**src/rtl/exe_mem_stage_reg.sv**
```systemverilog
// EXE->MEM boundary: small FIFO toward MEM plus the {Z,C,N,V} status register.
// Define STATUS_BYPASS_EN to forward freshly written flags combinationally.
module exe_mem_stage_reg #(
  parameter int REGISTER_LEN = 32,
  parameter int DEST_LEN     = 4,
  parameter int DEPTH        = 2
) (
  input  logic                      clk,
  input  logic                      rst,
  input  logic                      in_valid,
  output logic                      in_ready,
  input  logic                      flush,
  input  logic [REGISTER_LEN-1:0]   alu_out,
  input  logic [3:0]                alu_status,
  input  logic                      s_bit,
  input  logic [REGISTER_LEN-1:0]   val_rm,
  input  logic [DEST_LEN-1:0]       dest,
  input  logic                      wb_en,
  input  logic                      mem_r_en,
  input  logic                      mem_w_en,
  output logic                      out_valid,
  input  logic                      out_ready,
  output logic [REGISTER_LEN-1:0]   out_alu,
  output logic [REGISTER_LEN-1:0]   out_val_rm,
  output logic [DEST_LEN-1:0]       out_dest,
  output logic                      out_wb_en,
  output logic                      out_mem_r_en,
  output logic                      out_mem_w_en,
  output logic [3:0]                status_reg,
  output logic [$clog2(DEPTH):0]    count
);

  localparam int PW = $clog2(DEPTH);
  localparam int CW = PW + 1;

  typedef struct packed {
    logic [REGISTER_LEN-1:0] alu;
    logic [REGISTER_LEN-1:0] val_rm;
    logic [DEST_LEN-1:0]     dest;
    logic                    wb_en;
    logic                    mem_r_en;
    logic                    mem_w_en;
  } entry_t;

  entry_t          mem_q [DEPTH];
  entry_t          mem_d [DEPTH];
  entry_t          last_q, last_d;
  entry_t          head, in_ent;
  logic [PW-1:0]   wr_ptr_q, wr_ptr_d;
  logic [PW-1:0]   rd_ptr_q, rd_ptr_d;
  logic [CW-1:0]   count_q, count_d;
  logic            in_ready_q, in_ready_d;
  logic [3:0]      status_q, status_d;
  logic            accept, pop;

  assign accept = in_valid & in_ready_q & ~flush;
  assign pop    = out_valid & out_ready;

  always_comb begin
    in_ent          = '0;
    in_ent.alu      = alu_out;
    in_ent.val_rm   = val_rm;
    in_ent.dest     = dest;
    in_ent.wb_en    = wb_en;
    in_ent.mem_r_en = mem_r_en;
    in_ent.mem_w_en = mem_w_en;
  end

  always_comb begin
    mem_d      = mem_q;
    wr_ptr_d   = wr_ptr_q;
    rd_ptr_d   = rd_ptr_q;
    last_d     = last_q;
    status_d   = status_q;
    if (accept) begin
      mem_d[wr_ptr_q] = in_ent;
      wr_ptr_d        = wr_ptr_q + PW'(1);
    end
    // Remember the popped head so outputs hold it while empty.
    if (pop) begin
      last_d   = mem_q[rd_ptr_q];
      rd_ptr_d = rd_ptr_q + PW'(1);
    end
    if (accept && s_bit)
      status_d = alu_status;
    count_d    = count_q + CW'(accept) - CW'(pop);
    in_ready_d = count_d < CW'(DEPTH);
  end

  always_ff @(posedge clk) begin
    if (rst) begin
      wr_ptr_q   <= '0;
      rd_ptr_q   <= '0;
      count_q    <= '0;
      in_ready_q <= 1'b1;
      status_q   <= '0;
      last_q     <= '0;
    end else begin
      wr_ptr_q   <= wr_ptr_d;
      rd_ptr_q   <= rd_ptr_d;
      count_q    <= count_d;
      in_ready_q <= in_ready_d;
      status_q   <= status_d;
      last_q     <= last_d;
    end
  end

  always_ff @(posedge clk) begin
    if (!rst)
      mem_q <= mem_d;
  end

  assign head = (count_q != '0) ? mem_q[rd_ptr_q] : last_q;

  assign in_ready     = in_ready_q;
  assign out_valid    = count_q != '0;
  assign out_alu      = head.alu;
  assign out_val_rm   = head.val_rm;
  assign out_dest     = head.dest;
  assign out_wb_en    = head.wb_en;
  assign out_mem_r_en = head.mem_r_en;
  assign out_mem_w_en = head.mem_w_en;
  assign count        = count_q;

`ifdef STATUS_BYPASS_EN
  assign status_reg = (accept && s_bit) ? alu_status : status_q;
`else
  assign status_reg = status_q;
`endif

endmodule
```
**config.mk**
```make
export PLATFORM = sky130hd
export DESIGN_NAME = exe_mem_stage_reg
export DESIGN_NICKNAME = d
export VERILOG_FILES = /design/src/rtl/exe_mem_stage_reg.sv
export SDC_FILE = /design/constraint.sdc
export NUM_CORES = 1
export LEC_CHECK = 0
export ABC_AREA = 0
export BUFFER_PORTS_ARGS = -buffer_cell sky130_fd_sc_hd__buf_2
export CAP_MARGIN = 10
export CORE_ASPECT_RATIO = 0.5
export CORE_MARGIN = 3
export CORE_UTILIZATION = 40
export DETAILED_ROUTE_END_ITERATION = 6
export PLACE_DENSITY = 0.64
export RECOVER_POWER = 25
export SLEW_MARGIN = 20
export SYNTH_ARGS = -nofsm -noshare
export SYNTH_HDL_FRONTEND = slang
export SYNTH_SLANG_ARGS = --single-unit
```
**constraint.sdc**
```tcl
create_clock -name clk -period 16.4 [get_ports clk]
set_input_delay 2.46 -clock clk [delete_from_list [all_inputs] [get_ports clk]]
set_output_delay 2.46 -clock clk [all_outputs]
set_load 0.02 [all_outputs]
```
# Word level (Yosys, flattened, before mapping)
# Index checks and enable logic that the tools add are counted.
# totals
reg_bits,222
latch_bits,0
mem_bits_rw,0
mem_bits_ro,0
in_bits,81
out_inout_bits,79
word_cells,49
n_memories,0
# op_classes
addsub,4
mul,0
div,0
order_cmp,4
n_eq_ne,0
shift,0
n_mux,7
bitwise,7
reduce_logical,4
# ops
cell,count
$mux W71,5
$bwmux W142,1
$demux W71 S1,1
$ge A2 B2 Y1 const B,2
$not A1 Y2,2
$and A1 B1 Y1,3
$add A1 B1 Y1 const B,2
$add A2 B1 Y2,1
$logic_and A1 B1 Y1,2
$lt A2 B1 Y1 const B,1
$lt A2 B2 Y1 const B,1
$not A1 Y1,2
$reduce_and A2 Y1,1
$reduce_bool A2 Y1,1
$sub A2 B1 Y2,1

# Longest topological paths before layout
# Gate-level depths: netlist (run 1).
# depth
ltp_word,6
mapped_depth,8

# Least setup slack after synthesis (run 1)
# No wires, ideal clock.
# synth_timing
path_type,input-to-reg
from,input port rst
to,register mem_q[0] in the netlist's numbering (enable)
t_arrival_ps,8032
required_ps,15798
slack_ps,7766
cell_stages,3
path_cell_list,clkbuf_1 -> buf_2 -> nor3b_1
# synth_between
elab_chain_len,2
# synth_lines
element,line_no,text
from (decl),9,"input logic rst,"
$not A1 Y1 (no line),n/a,
$reduce_and A2 Y1 (no line),n/a,
to (signal assigned),110,mem_q <= mem_d;
to (decl),45,entry_t mem_q [DEPTH];
# No other way between the ends.
# A chain may end at the register's enable or synchronous reset.

# Final worst setup path (run 1)
# layout_timing
from,register count_q[1] (netlist: count[1])
to,output port out_alu[18]
# layout_between
elab_chain_len,2
# layout_lines
element,line_no,text
from (decl),51,"logic [CW-1:0] count_q, count_d;"
from (signal assigned),101,count_q <= count_d;
$reduce_bool A2 Y1,113,assign head = (count_q != '0) ? mem_q[rd_ptr_q] : last_q;
$mux W71,113,
to (decl),23,"output logic [REGISTER_LEN-1:0] out_alu,"
# No other way between the ends.

==> impl_metrics.tcl, run 1 <==
set metrics [dict create \
    status "finished clean" \
    synth_warnings 0 \
    cp-startpoint "count[1]$_SDFF_PP0_" \
    grt-ovfl-total 0 \
    report.final.slew_viol_count 0 \
    grt_first_pass_wirelength_um 28800 \
    cp_slowest_cell "buf_4" \
    finalHoldViolCount 0 \
    reg2reg_depth 4 \
    max-slew-margin-rel_pct 26.7 \
    crit_end "out_alu[18]" \
    period_share_pct 32.9 \
    htree_levels 1 \
    r2r_end "last_q[69]$_SDFFE_PP0P_" \
    cts_tree "yes" \
    place_congestion 0.691 \
    endpoint_kind "output pin" \
    place_area_mm2 0.00975 \
    hold_class "flop to flop" \
    clk_latency_ns 0.48 \
    setup_viol 0 \
    finalCriticalPeriod_ns 5.40 \
    design_area_mm2 0.0104 \
    synth_nets 734 \
    max_freq_mhz 185 \
    path_clk_slew_ns 0.06 \
    ir_worst_vdd_uv 78.6 \
    dieWidth_um 217 \
    worst-setup-path-type "flop to output pin" \
    core_area_mm2 0.0212 \
    die_area_mm2 0.0243 \
    synth_seq_cells 222 \
    antenna_left 0 \
    finalSetupTns_ns 0 \
    drt_pass1_iterations 6 \
    syn_avg_cell_area_um2 13.7 \
    final_core_util_pct 49.1 \
    grt_max_degree 83 \
    grt_pass1_vias 5372 \
    synthesis.area_mm2 0.00893 \
    reg2reg_from "count[0]$_SDFF_PP0_" \
    path_cells "or2_4, buf_16, buf_4, nor2_1, a21oi_1, buf_2" \
    crit_path_max_incr_delay_ns 0.69 \
    max-cap-violations 0 \
    reg2reg_slack_ns 14.00 \
    root_buffer "clkbuf_16" \
    antenna_found_initial 2 \
    cts_sinks 222 \
    io_pins 160 \
    viasPerCell 4.85 \
    drive_gt1_share_pct 32.3 \
    start_util_pct 42.1 \
    worstPathMaxFanout 64 \
    worst_slack_ns 11.00 \
    die_y_um 112 \
    drc_errors 0 \
    start_kind "flop" \
    cp_num_cells 6 \
    path_delay_family "buffers and inverters" \
    cts_resized 0 \
    vias 5339 \
    dp_hpwl_um 11200 \
    synthCells 652 \
    post-place-ws_ns 11.24 \
    hold_buffers 0 \
    crit_buf_inv 3 \
    nets 875 \
    final_cell_mix "nor2_1, edfxtp_1, buf_2, dfxtp_1, mux2i_1" \
    yosysUniqueCellTypes 23 \
    drt-wirelength-per-cell_um 16.6 \
    worstMarginPinSlew_ns 1.10 \
    largest_reg_flops 142 \
    fin_skew_ns 0.00873 \
    first_iter_violations 192 \
    crit_required_ns 13.94 \
    gr-usage-all-layers_pct 14.7 \
    clockBufferDepth 3 \
    drt_wl_total_um 18200 \
    cts_buffers 21 \
    area_growth_pct 16.6 \
    synth-seq-area-share_pct 65.7 \
    rsz0062_at_grt "no" \
    p_leak_nw 3.61 \
    port_buffers 159 \
    final_common_cell "nor2_1" \
    fp-row-count 37 \
    crit_arrival_ns 2.94 \
    p_per_area_mw_per_mm2 186 \
    postCtsSetupBuffers 0 \
]
## power by group
part / internal, mW / switching, mW / total [mW]
clock: 0.271 / 0.195 / 0.466
combinational: 0.260 / 0.485 / 0.745
sequential: 0.677 / 0.0470 / 0.724
total: 1.21 / 0.727 / 1.93
## per-stage QoR
stage	hold slack [ns]	std cells	power (mW)
final	0.499	1100	1.93
after global placement	0.471	1061	1.48
after detailed placement	0.490	1061	1.49
after global routing	0.513	1100	2.05
after floorplan	0.478	652	1.32
after CTS	0.500	1098	1.96
## worst min path at each step
stage,startpoint,to,slack [ns],cells after the start
after floorplan,last_q[31]$_SDFFE_PP0P_,last_q[31]$_SDFFE_PP0P_,0.48,2
after global placement,status_reg[2]$_SDFFE_PP0P_,status_reg[2]$_SDFFE_PP0P_,0.47,2
after detailed placement,status_reg[1]$_SDFFE_PP0P_,status_reg[1]$_SDFFE_PP0P_,0.49,2
after CTS,last_q[38]$_SDFFE_PP0P_,last_q[38]$_SDFFE_PP0P_,0.50,2
after global routing,last_q[38]$_SDFFE_PP0P_,last_q[38]$_SDFFE_PP0P_,0.51,2
final,status_reg[3]$_SDFFE_PP0P_,status_reg[3]$_SDFFE_PP0P_,0.50,2
## kinds of logic (layout without fill, tap and decap cells)
kind of cell | after synthesis | after routing | share of synthesized area, %
flops | 222 | 222 | 65.7
simple gates | 157 | 157 | 6.90
compound gates | 144 | 144 | 13.8
mux | 75 | 75 | 8.40
buf+inv | 49 | 204 | 4.75
xor+xnor | 4 | 4 | 0.392
fa+ha+maj | 1 | 1 | 0.140
other cells | 0 | 1 | 0
## synth_stat cells, drive strengths merged
cell type  number  area [µm²]
a211oi         72         606
and4b           1        10.0
nand4b          1        8.76
xnor2           3        26.3
ha              1        12.5
a21oi          71         614
dfxtp          80        1600
o21a            1        8.76
nand3b          1        7.51
clkbuf         14        52.6
nor3b           1        7.51
nor3            1        5.00
edfxtp        142        4260
or2             2        12.5
nor2          149         559
buf            35         372
mux2i          75         751
nor2b           1        6.26
xor2            1        8.76
## worst min-delay path, cell delays in order (launching register included)
cell and delay [ns]:
dfxtp_1 0.32, mux2i_1 0.07, nor2_1 0.07
## layer usage
metal,track usage [%],up-vias,wire (µm)
met5,0,-,7
met4,3.43,2,316
met3,2.97,27,672
met2,26.3,77,9240
met1,18.5,2568,8000
li1,-,2665,-
## cell type report
class	instances	area (µm²)
Fill cell	1942	10800
Sequential cell	222	5870
Multi-Input combinational cell	381	2660
Timing Repair Buffer	167	847
Clock buffer	30	599
Tap cell	292	365
Clock inverter	7	66.3
Antenna cell	1	2.50
Power figures use the tool's default switching activity.
==> run 2: changes to the inputs <==
ABC_AREA = 1   (was 0)
PLACE_DENSITY = 0.65   (was 0.64)
clock period = 5 ns   (was 16.4 ns; I/O delays follow)
==> run 2 against run 1 <==
Against the previous run:
- register-to-register slack got worse by 12 ns
- synthesized cell count increased by 37%
- sequential share of layout area increased by 0.32 points
- critical path depth unchanged
- largest cell class unchanged
- final area decreased by 0.60%
- clock-buffer cell count increased by 5
- critical path type unchanged
- synthesized area decreased by 2.3%
- wire length increased by 11%
- setup slack got worse by 9.2 ns
- combinational power increased to 4.1 times the previous value
- hold slack got worse by 0.044 ns
==> impl_metrics.tcl, run 2 <==
set metrics [dict create \
    final_common_cell "nand2_1" \
    grt_first_pass_wirelength_um 32500 \
    gr-usage-all-layers_pct 16.7 \
    vias 6585 \
    report.final.slew_viol_count 0 \
    cp_slowest_cell "buf_4" \
    final_cell_mix "nand2_1, edfxtp_1, buf_2, dfxtp_1, nor2_1" \
    crit_required_ns 4.25 \
    cts_resized 0 \
    hold_buffers 0 \
    yosysUniqueCellTypes 16 \
    synthArstFlopShare_pct 0 \
    core_area_mm2 0.0210 \
    grt_pass1_vias 6484 \
    synthSimpleGateAreaFrac_pct 19.9 \
    p_per_area_mw_per_mm2 652 \
    place_congestion 0.747 \
    worst-setup-path-type "flop to output pin" \
    cts_sinks 222 \
    finalSetupTns_ns 0 \
    synthesis.area_mm2 0.00873 \
    drc_errors 0 \
    worstMarginPinSlew_ns 1.03 \
    htree_levels 1 \
    postCtsSetupBuffers 0 \
    reg2reg_slack_ns 2.50 \
    dieWidth_um 215 \
    drt-wirelength-per-cell_um 15.1 \
    grt_max_degree 81 \
    start_util_pct 41.6 \
    synth_nets 977 \
    drive_gt1_share_pct 16.7 \
    cts_tree "yes" \
    nets 1115 \
    drt_wl_total_um 20300 \
    grt-ovfl-total 0 \
    synth.most_common_cell "nand2_1" \
    clk_latency_ns 0.48 \
    endpoint_kind "output pin" \
    synth_warnings 0 \
    setup_viol 0 \
    stdcell_count 1340 \
    synth_xor_area_share_pct 0 \
    finalHoldViolCount 0 \
    dp_hpwl_um 12300 \
    dpl.cell_count 1302 \
    synth_compound_area_share_pct 9.50 \
    synth_flop_cell "edfxtp_1" \
    synth_seq_cells 222 \
    max_freq_mhz 309 \
    period_share_pct 64.6 \
    fp-row-count 37 \
    synth_top_family_by_area "simple AND/OR/NAND/NOR gates" \
    worstPathMaxFanout 64 \
    crit_top_cell "nor2_1" \
    syn_avg_cell_area_um2 9.76 \
    area_growth_pct 18.5 \
    cts_buffers 21 \
    drt_pass1_iterations 5 \
    viasPerCell 4.91 \
    start_kind "flop" \
    max-cap-violations 0 \
    crit_buf_inv 3 \
    antenna_left 0 \
    path_delay_family "buffers and inverters" \
    io_pins 160 \
    synthAdderAreaFrac_pct 0.143 \
    crit_path_max_incr_delay_ns 0.55 \
    crit_arrival_ns 2.48 \
    synthTopCellsByArea "edfxtp_1, dfxtp_1, nand2_1" \
    die_area_mm2 0.0237 \
    synth_top_area_share_pct 48.8 \
    synthCells 895 \
    fin_skew_ns 0.00902 \
    synth_largest_area_cell "edfxtp_1" \
    largest_reg_flops 142 \
    port_buffers 159 \
    rsz0062_at_grt "no" \
    hold_class "primary input to flop" \
    path_cells "nor2_1, inv_4, buf_4, nor2_1, a31oi_1, buf_2" \
    max-slew-margin-rel_pct 31.0 \
    ir_worst_vdd_uv 307 \
    die_y_um 110 \
    first_iter_violations 314 \
    root_buffer "clkbuf_16" \
    path_clk_slew_ns 0.06 \
    status "finished clean" \
    clockBufferDepth 3 \
    finalCriticalPeriod_ns 3.23 \
    p_leak_nw 4.07 \
    synth_enable_flop_cells 142 \
    synth_common_cells "nand2_1, edfxtp_1, dfxtp_1" \
    synth-seq-area-share_pct 67.2 \
    synthMuxAreaShare_pct 0 \
    antenna_found_initial 1 \
]
==> run 2: cell types whose count changed in the layout (fill, tap and decap cells not counted), moves of 3 or more <==
| cell | delta |
|---|---|
| a21oi_1 | +74 |
| buf_4 | +3 |
| nand3_1 | +7 |
| xnor2_1 | -3 |
| clkbuf_1 | +5 |
| inv_1 | +9 |
| a31oi_1 | +71 |
| a211oi_2 | -13 |
| a21oi_2 | -69 |
| nand2_1 | +371 |
| a211oi_1 | -59 |
| nor2_1 | -72 |
| clkinv_2 | -3 |
| mux2i_1 | -75 |
==> run 2: through the flow <==
| stage | worst slack [ns] | total power, mW | instance area, µm² | util, % | hold slack (ns) |
|---|---|---|---|---|---|
| 2_1_floorplan | 0.357 | 4.38 | 8740 | - | 0.440 |
| 3_3_place_gp | 2.19 | 5.32 | 9750 | 46.5 | 0.448 |
| 3_5_place_dp | 2.20 | 5.36 | 9750 | 46.5 | 0.453 |
| 4_1_cts | 1.66 | 6.84 | 10400 | 49.5 | 0.429 |
| 5_1_grt | 1.51 | 7.21 | 10300 | 49.4 | 0.432 |
| 6_report | 1.77 | 6.75 | 10300 | 49.4 | 0.455 |
==> run 2: cell families (layout without fill, tap and decap cells) <==
kind of cell    Yosys count  in the layout
simple gates            459            459
flops                   222            222
compound gates          148            148
buf+inv                  65            217
fa+ha+maj                 1              1
other cells               0              1
==> run 2: report_power, final <==
group	switching [mW]	internal, mW	total [mW]
sequential	0.0844	2.15	2.23
combinational	2.17	0.884	3.06
clock	0.618	0.838	1.46
total	2.88	3.87	6.75
==> run 2: worst paths after layout <==
kind,from,cells past startpoint,endpoint
worst max-delay path,count[1]$_SDFF_PP0_,6,out_val_rm[28]
worst min-delay path,val_rm[10],1,mem_q[88]$_DFFE_PP_
worst max register to register,count[0]$_SDFF_PP0_,7,last_q[48]$_SDFFE_PP0P_
worst min register to register,last_q[24]$_SDFFE_PP0P_,2,last_q[24]$_SDFFE_PP0P_
==> run 2: routing by layer <==
metal	GRT usage, %	vias to the layer above	wire (µm)
li1	-	3305	-
met1	20.9	3116	8860
met2	29.9	131	10200
met3	2.72	33	790
met4	4.69	0	444
met5	0	-	0
==> run 2: layout make-up <==
cell class,count,area [µm²]
antenna,1,2.50
clock buffer,35,618
multi-input combinational,608,2600
clock inverter,2,7.51
timing repair buffer,169,841
fill,1906,10600
sequential,222,5870
inverter,11,45.0
tap,292,365
==> run 3: changes to the inputs <==
ABC_AREA = 0   (was 1)
PLACE_DENSITY = 0.67   (was 0.65)
clock period = 2.8 ns   (was 5 ns; I/O delays follow)
==> run 3 against run 2 <==
Against the previous run:
- clock power grew 93%
- register-to-register slack lost 1.5 ns
- clock skew grew 0.0050 ns
- global-route usage shrank 1.8 points
- non-clock buffer count grew 1
- hold slack lost 0.35 ns
- sequential share of layout area shrank 0.97 points
- clock-buffer cell count shrank 5
- sequential power grew 90%
==> impl_metrics.tcl, run 3 (synthesized netlist as in run 1, its figures left out) <==
set metrics [dict create \
    topRoutingLayerUsed "met5" \
    finalSetupTns_ns 0 \
    crit_end "out_val_rm[7]" \
    max-slew-margin-rel_pct 45.9 \
    antenna_left 0 \
    worst-setup-path-type "flop to output pin" \
    cts_resized 0 \
    hold_buffers 0 \
    die_area_mm2 0.0243 \
    grt_pass1_vias 5433 \
    hold_class "primary input to flop" \
    wl_met3_um 814 \
    grt_first_pass_wirelength_um 29000 \
    p_leak_nw 3.65 \
    holdWs_ns 0.105 \
    period_share_pct 91.4 \
    max_freq_mhz 391 \
    gr-usage-all-layers_pct 14.9 \
    endpoint_kind "output pin" \
    clockBufferDepth 3 \
    largest_reg_flops 142 \
    multi_input_area_mm2 0.00268 \
    setup_viol 0 \
    status "finished clean" \
    final_common_cell "nor2_1" \
    ir_worst_vdd_uv 469 \
    io_pins 160 \
    nets 878 \
    n_fill_cell 1885 \
    fin_skew_ns 0.0140 \
    reg2reg_depth 6 \
    cp-startpoint "count[0]$_SDFF_PP0_" \
    report.final.slew_viol_count 0 \
    worstPathMaxFanout 48 \
    first_iter_violations 326 \
    wl_met2_um 9320 \
    dieWidth_um 217 \
    core_area_mm2 0.0212 \
    hp-start "alu_out[17]" \
    drt_wl_total_um 18300 \
    start_util_pct 42.1 \
    start_kind "flop" \
    r2r_end "count[1]$_SDFF_PP0_" \
    vias 5378 \
    area_growth_pct 17.9 \
    finalHoldViolCount 0 \
    cts_tree "yes" \
    cts_sinks 222 \
    reg2reg_from "in_ready$_SDFF_PP1_" \
    p_per_area_mw_per_mm2 1090 \
    grt_max_degree 146 \
    drc_errors 0 \
    viasPerCell 4.88 \
    port_buffers 159 \
    path_clk_slew_ns 0.07 \
    cts_buffers 21 \
    finalCriticalPeriod_ns 2.56 \
    wl_met1_um 7810 \
    htree_levels 1 \
    drt-wirelength-per-cell_um 16.6 \
    place_congestion 0.729 \
    antenna_found_initial 2 \
    drt_pass1_iterations 4 \
    final_cell_mix "nor2_1, edfxtp_1, buf_2, dfxtp_1, mux2i_1" \
    reg2reg_slack_ns 0.97 \
    die_y_um 112 \
    worstMarginPinSlew_ns 0.811 \
    root_buffer "clkbuf_16" \
    crit_required_ns 2.38 \
    fp-row-count 37 \
    rsz0062_at_grt "no" \
    max-cap-violations 0 \
    drive_gt1_share_pct 32.5 \
    postCtsSetupBuffers 0 \
    clk_latency_ns 0.50 \
    crit_arrival_ns 2.14 \
    dp_hpwl_um 11200 \
    grt-ovfl-total 0 \
    regArea_mm2 0.00587 \
]
run 3: cell types whose count changed in the layout (fill, tap and decap cells not counted), moves of 6 or more:
cell	previous run	this run
a211oi_1	0	59
a211oi_2	0	13
a21oi_1	76	2
a21oi_2	0	69
a31oi_1	71	0
buf_12	0	8
buf_4	11	4
clkbuf_1	35	29
inv_1	9	0
mux2i_1	0	75
nand2_1	371	0
nand3_1	7	0
nor2_1	77	149
run 3: how the worst min path moves through the flow:
| stage | depth (start not counted) | slack (ns) | endpoint |
|---|---|---|---|
| detailed placement | 2 | 0.48 | status_reg[2]$_SDFFE_PP0P_ |
| CTS | 1 | 0.08 | mem_q[131]$_DFFE_PP_ |
| global route | 1 | 0.07 | mem_q[109]$_DFFE_PP_ |
| global placement | 2 | 0.47 | status_reg[1]$_SDFFE_PP0P_ |
| finish | 1 | 0.11 | mem_q[56]$_DFFE_PP_ |
| floorplan | 2 | 0.48 | last_q[31]$_SDFFE_PP0P_ |
run 3: metrics by stage:
step | power [mW] | utilization [%] | worst slack, ns | area (µm²) | std cells
after floorplan | 7.74 | - | -0.300 | 8960 | 652
after global placement | 8.76 | 46.6 | 0.810 | 9890 | 1065
after detailed placement | 8.83 | 46.6 | 0.746 | 9890 | 1065
after CTS | 11.7 | 49.8 | 0.200 | 10600 | 1101
after global routing | 12.2 | 49.7 | 0.0736 | 10500 | 1102
final | 11.5 | 49.7 | 0.241 | 10500 | 1102
run 3: layout make-up:
| cell class | count | area share (%) |
|---|---|---|
| antenna | 1 | 0.0238 |
| clock buffer | 30 | 5.59 |
| clock inverter | 6 | 0.772 |
| multi-input combinational | 381 | 25.4 |
| sequential | 222 | 55.7 |
| tap | 292 | 3.47 |
| timing repair buffer | 170 | 9.04 |
run 3: where the power goes:
part | internal, mW | switching [mW] | total, mW | leakage [nW]
registers | 3.96 | 0.263 | 4.23 | 1.94
logic | 1.59 | 2.87 | 4.46 | 1.38
clock network | 1.65 | 1.18 | 2.82 | 0.325
total | 7.20 | 4.31 | 11.5 | 3.65
run 3: critical path: stages (launching register included):
cell,delay (ns)
dfxtp_1,0.40
or2_4,0.49
buf_12,0.32
nor2_1,0.08
a21oi_2,0.11
buf_2,0.17
run 3: layer usage:
metal,GRT usage (%),vias up
met5,0,-
met4,3.91,2
met3,3.76,29
met2,26.7,88
met1,17.9,2587
li1,-,2672
